==> config.mk <==
export PLATFORM = sky130hd
export DESIGN_NAME = regfile_wb_arbiter
export DESIGN_NICKNAME = d
export VERILOG_FILES = /design/src/rtl/regfile_wb_arbiter.sv
export SDC_FILE = /design/constraint.sdc
export NUM_CORES = 1
export LEC_CHECK = 0
export ABC_AREA = 1
export ABC_CLOCK_PERIOD_IN_PS = 2600
export CAP_MARGIN = 20
export CORE_ASPECT_RATIO = 0.6
export CORE_MARGIN = 1.5
export CORE_UTILIZATION = 42
export DETAILED_ROUTE_END_ITERATION = 8
export HOLD_SLACK_MARGIN = 0.1
export PLACE_DENSITY = 0.79
export SYNTH_ARGS = -nofsm -noshare
export SYNTH_HDL_FRONTEND = slang
export SYNTH_SLANG_ARGS = --single-unit
==> constraint.sdc <==
create_clock -name clk -period 2.6 [get_ports clk]
set_input_delay 0.39 -clock clk [delete_from_list [all_inputs] [get_ports clk]]
set_output_delay 0.39 -clock clk [all_outputs]
set_load 0.005 [all_outputs]
==> src/rtl/regfile_wb_arbiter.sv <==
// Register-file write-port arbiter: zero-latency pipeline writeback (A) with
// a small FIFO of multi-cycle unit writes (B) and a bounded starvation guard.
module regfile_wb_arbiter #(
    parameter int DEPTH        = 2,
    parameter int STARVE_LIMIT = 4
) (
    input  logic        clk,
    input  logic        rst,
    input  logic        a_valid,
    input  logic [4:0]  a_addr,
    input  logic [31:0] a_data,
    input  logic        b_valid,
    input  logic [4:0]  b_addr,
    input  logic [31:0] b_data,
    output logic        b_ready,
    output logic        RegWrite,
    output logic [4:0]  WriteAddr,
    output logic [31:0] WriteData,
    input  logic [4:0]  rs1Addr,
    input  logic [4:0]  rs2Addr,
    output logic        rs1_pending,
    output logic        rs2_pending,
    output logic        a_stall,
    output logic        err
);

    localparam int PW = (DEPTH > 1) ? $clog2(DEPTH) : 1;
    localparam int CW = $clog2(DEPTH + 1);
    localparam int SW = $clog2(STARVE_LIMIT + 1);
    localparam logic [CW-1:0] FULL    = CW'(DEPTH);
    localparam logic [SW-1:0] STV_MAX = SW'(STARVE_LIMIT - 1);

    typedef enum logic [1:0] {IDLE, DRAIN, FORCE} state_e;

    state_e        state_q;
    logic [4:0]    addr_q [DEPTH];
    logic [31:0]   data_q [DEPTH];
    logic [PW-1:0] wr_ptr_q, rd_ptr_q;
    logic [CW-1:0] count_q, count_d;
    logic [SW-1:0] starve_q;
    logic          a_stall_q, err_q;

    logic          a_req, a_win, deq, enq, starve_hit;
    logic          rs1_hit, rs2_hit;
    logic [PW-1:0] slot;

    // Requests to x0 are dropped at the boundary; rst suppresses any write.
    assign a_req      = a_valid && (a_addr != 5'd0) && !rst;
    assign a_win      = a_req && (state_q != FORCE);
    assign deq        = !rst && !a_win && (state_q != IDLE) && (count_q != '0);
    assign b_ready    = (count_q != FULL);
    assign enq        = b_valid && b_ready && (b_addr != 5'd0);
    assign starve_hit = a_win && (state_q == DRAIN) && (starve_q == STV_MAX);
    assign count_d    = count_q + CW'(enq) - CW'(deq);

    assign a_stall = a_stall_q;
    assign err     = err_q;

    always_comb begin
        RegWrite  = 1'b0;
        WriteAddr = 5'd0;
        WriteData = 32'd0;
        if (a_win) begin
            RegWrite  = 1'b1;
            WriteAddr = a_addr;
            WriteData = a_data;
        end else if (deq) begin
            RegWrite  = 1'b1;
            WriteAddr = addr_q[rd_ptr_q];
            WriteData = data_q[rd_ptr_q];
        end
    end

    // Hazard lookup covers only occupied slots, never the b_addr input.
    always_comb begin
        rs1_hit = 1'b0;
        rs2_hit = 1'b0;
        slot    = '0;
        for (int i = 0; i < DEPTH; i++) begin
            slot = PW'(i) - rd_ptr_q;
            if (CW'(slot) < count_q) begin
                if (addr_q[i] == rs1Addr) rs1_hit = 1'b1;
                if (addr_q[i] == rs2Addr) rs2_hit = 1'b1;
            end
        end
        rs1_pending = rs1_hit && (rs1Addr != 5'd0);
        rs2_pending = rs2_hit && (rs2Addr != 5'd0);
    end

    always_ff @(posedge clk) begin
        if (enq) begin
            addr_q[wr_ptr_q] <= b_addr;
            data_q[wr_ptr_q] <= b_data;
        end
    end

    always_ff @(posedge clk) begin
        if (rst) begin
            state_q   <= IDLE;
            wr_ptr_q  <= '0;
            rd_ptr_q  <= '0;
            count_q   <= '0;
            starve_q  <= '0;
            a_stall_q <= 1'b0;
            err_q     <= 1'b0;
        end else begin
            if (enq) wr_ptr_q <= wr_ptr_q + PW'(1);
            if (deq) rd_ptr_q <= rd_ptr_q + PW'(1);
            count_q   <= count_d;
            a_stall_q <= starve_hit;
            if (state_q == FORCE && a_req) err_q <= 1'b1;
            if (starve_hit) begin
                state_q <= FORCE;
            end else if (count_d != '0) begin
                state_q <= DRAIN;
            end else begin
                state_q <= IDLE;
            end
            if (deq || count_d == '0) begin
                starve_q <= '0;
            end else if (a_win && state_q == DRAIN) begin
                starve_q <= starve_q + SW'(1);
            end
        end
    end

endmodule

==> run_results.csv <==
group,metric,value,unit
synth,ys_ff_latch,85,
timing,finalSetupViolations,0,
run_status,run_status,"finished, final reports clean",
final_layout,final_common_cell,"clkdlybuf4s50_1",
grt,grt_antenna_before_repair,0,
worst_setup_path,end_kind,"primary output",
timing,slew_headroom,0.723,
floorplanning,floorplan.initialDensity,0.436,
floorplanning,core,0.00926,mm²
placed_design,port_buffers,130,
synth,yosysWarnings,0,
timing,tightest_slew,415,ps
timing,finalCriticalPeriod,2530,ps
clocking,cts_tree,"built",
final_layout,finish.utilization,0.644,
hold_path,whs_endpoint,"err",
hold_path,hold_start,"rst",
synth,synth_area,0.00403,mm²
synth,syn_avg_cell_area,10.3,µm²
routing,num_vias,3192,
synth,synthesis.instances,390,
clocking,cts.sinks,85,
grt,grt_pass1_wl,15.5,mm
grt,grt_max_degree,23,
timing,skew,11.0,ps
synth,yosysSeqAreaShare,0.605,
worst_setup_path,worstReg2RegEnd,"state_q[0]",
clocking,clk_latency,340,ps
synth,synth.distinct_cells,25,
power_and_ir_drop,power_leakage,2.61,nW
worst_setup_path,cp.arrival,2140,ps
final_layout,drive_above_1_share,0.0853,
floorplanning,num_rows,27,
grt,gr-usage-all-layers,0.204,
clocking,cts_buffers,9,
clocking,path_clk_slew,60,ps
routing,wl_per_cell,14.8,µm
final_layout,final_cell_mix,"clkdlybuf4s50_1, inv_1, nand2_1, edfxtp_1, o22ai_1",
placed_design,gp_congestion,0.861,
timing,setup_slack,66.8,ps
worst_setup_path,ff2ff_path_depth,12,
routing,drt_iter0_drc,218,
clocking,cts_max_path_buffers,2,
timing,holdWs,362,ps
floorplanning,die_w,130,µm
clocking,h-tree-depth,3,
grt,grt-ovfl-total,0,
timing,drv_slew,0,
placed_design,place_hpwl,7.30,mm
placed_design,dpl-instance-area,0.00557,mm²
floorplanning,dieArea,0.0102,mm²
floorplanning,io_pins,131,
timing,period_share,0.974,
routing,first_pass_iters,5,
worst_setup_path,path_cells,"clkdlybuf4s50_1, nor2_2, nand3_2, nand3_2, nand2_2, buf_12, o22ai_1, clkdlybuf4s50_1",
timing,hold_viol,0,
power_and_ir_drop,peakVddDrop,421,µV
routing,final_antenna_net_count,0,
final_layout,n_antenna_cell,0,
synth,syn-num-nets,482,
placed_design,dpl_worst_slack,-36.2,ps
worst_setup_path,required,2210,ps
routing,routed_wl,9.93,mm
final_layout,nets,626,
hold_path,min_path_cells,2,
worst_setup_path,r2r_slack,510,ps
grt,grt_pass1_vias,3126,
routing,drcViolationCount,0,
worst_setup_path,r2r-start,"count_q[0]",
clocking,cts_root_buf,"clkbuf_16",
hold_path,hp-class,"in2reg",
final_layout,design_area,0.00596,mm²
worst_setup_path,cpMaxStageDelayCell,"clkdlybuf4s50_1",
power_and_ir_drop,p_per_area,642,mW/mm²
worst_setup_path,max_stage_delay,530,ps
job,maxCapViolations,0,
worst_setup_path,critPathKind,"in2out",
worst_setup_path,cp-start-kind,"primary input",
timing,fin_setup_tns,0,ps
floorplanning,die-height,78.9,µm
routing,avgViaCountPerCell,4.77,
timing,timing.fmax,395,MHz
worst_setup_path,path_max_fanout,22,
final_layout,fillers,722,
final_layout,syn_to_final_growth,47.8,%
==> kinds of logic after synthesis <==
family,synth area share
DFF,0.605
buffers and inverters,0.0896
xor gates and xnor gates,0.00651
AOI/OAI and AO/OA,0.0763
adders and majority gates,0.0124
and+or+nand+nor,0.130
muxes,0.0794
==> per-layer routing <==
layer  GRT usage  share of wire
met5           0              0
met4      0.0544         0.0063
met3      0.0714          0.083
met2       0.340           0.47
met1       0.254           0.44
==> synth_stat cells <==
library cell | instances | area share
o21ai_2 | 1 | 0.0022
nor3_1 | 2 | 0.0025
inv_1 | 77 | 0.072
nor2_4 | 1 | 0.0028
ha_1 | 4 | 0.012
nor2_2 | 1 | 0.0016
nor2_1 | 28 | 0.026
nand2_2 | 2 | 0.0031
edfxtp_1 | 74 | 0.55
nand4_1 | 4 | 0.0062
nand3_2 | 2 | 0.0050
buf_6 | 1 | 0.0028
xor2_1 | 3 | 0.0065
clkbuf_1 | 1 | 0.00093
a21oi_1 | 5 | 0.0062
dfxtp_1 | 11 | 0.055
nand3_1 | 10 | 0.012
buf_4 | 1 | 0.0019
o21ai_0 | 7 | 0.0087
o22ai_1 | 37 | 0.057
nand2_1 | 74 | 0.069
buf_2 | 10 | 0.012
nand3b_1 | 1 | 0.0019
mux2i_1 | 32 | 0.079
a21boi_0 | 1 | 0.0019
==> cell type report <==
class                           count  area, µm²  share of cell area
Tap cell                          130        163              0.0273
Timing Repair Buffer              146       1480               0.249
Multi-Input combinational cell    215       1260               0.212
Clock buffer                       10        239              0.0401
Inverter                           77        289              0.0485
Clock inverter                      6       77.6              0.0130
Sequential cell                    85       2440               0.410
==> how the worst max path moves through the flow <==
stage | start | endpoint | slack [ps] | depth (start not counted)
after floorplan | count_q[0] | addr_q[0][0] | 550 | 4
after global placement | a_addr[4] | WriteAddr[3] | 2 | 8
after detailed placement | a_addr[3] | WriteAddr[3] | -40 | 8
after CTS | a_addr[3] | WriteData[0] | 40 | 8
after global routing | a_addr[3] | WriteData[25] | -20 | 8
final | a_addr[3] | WriteData[25] | 70 | 8
==> sequential cells by signal (all words and copies together), names as in the netlist, named ones only <==
| signal | cells |
|---|---|
| err | 1 |
| count_q | 2 |
| wr_ptr_q | 1 |
| starve_q | 3 |
| rd_ptr_q | 1 |
| state_q | 2 |
| data_q | 64 |
| addr_q | 10 |
==> per-stage QoR <==
stage	total power, mW	instances
final	3.83	669
after global routing	4.00	669
after CTS	3.86	669
after detailed placement	2.53	652
after global placement	2.51	652
after floorplan	2.11	390
==> worst max-delay path, delay by kind of cell <==
kind,cells,cell delay (ps)
compound gates,1,130
buf+inv,3,1160
simple gates,4,450
==> timing repair <==
action	in CTS	in global routing
setup endpoints to repair	5	25
resized for setup	2	18
hold buffers	0	0
pin swaps	1	0
buffers inserted	1	0
==> power by group <==
part,switching [mW],leakage [nW],internal [mW]
clock network,0.526,0.153,0.788
registers,0.0689,0.781,1.64
logic,0.400,1.68,0.401
(Power assumes the default switching activity.)
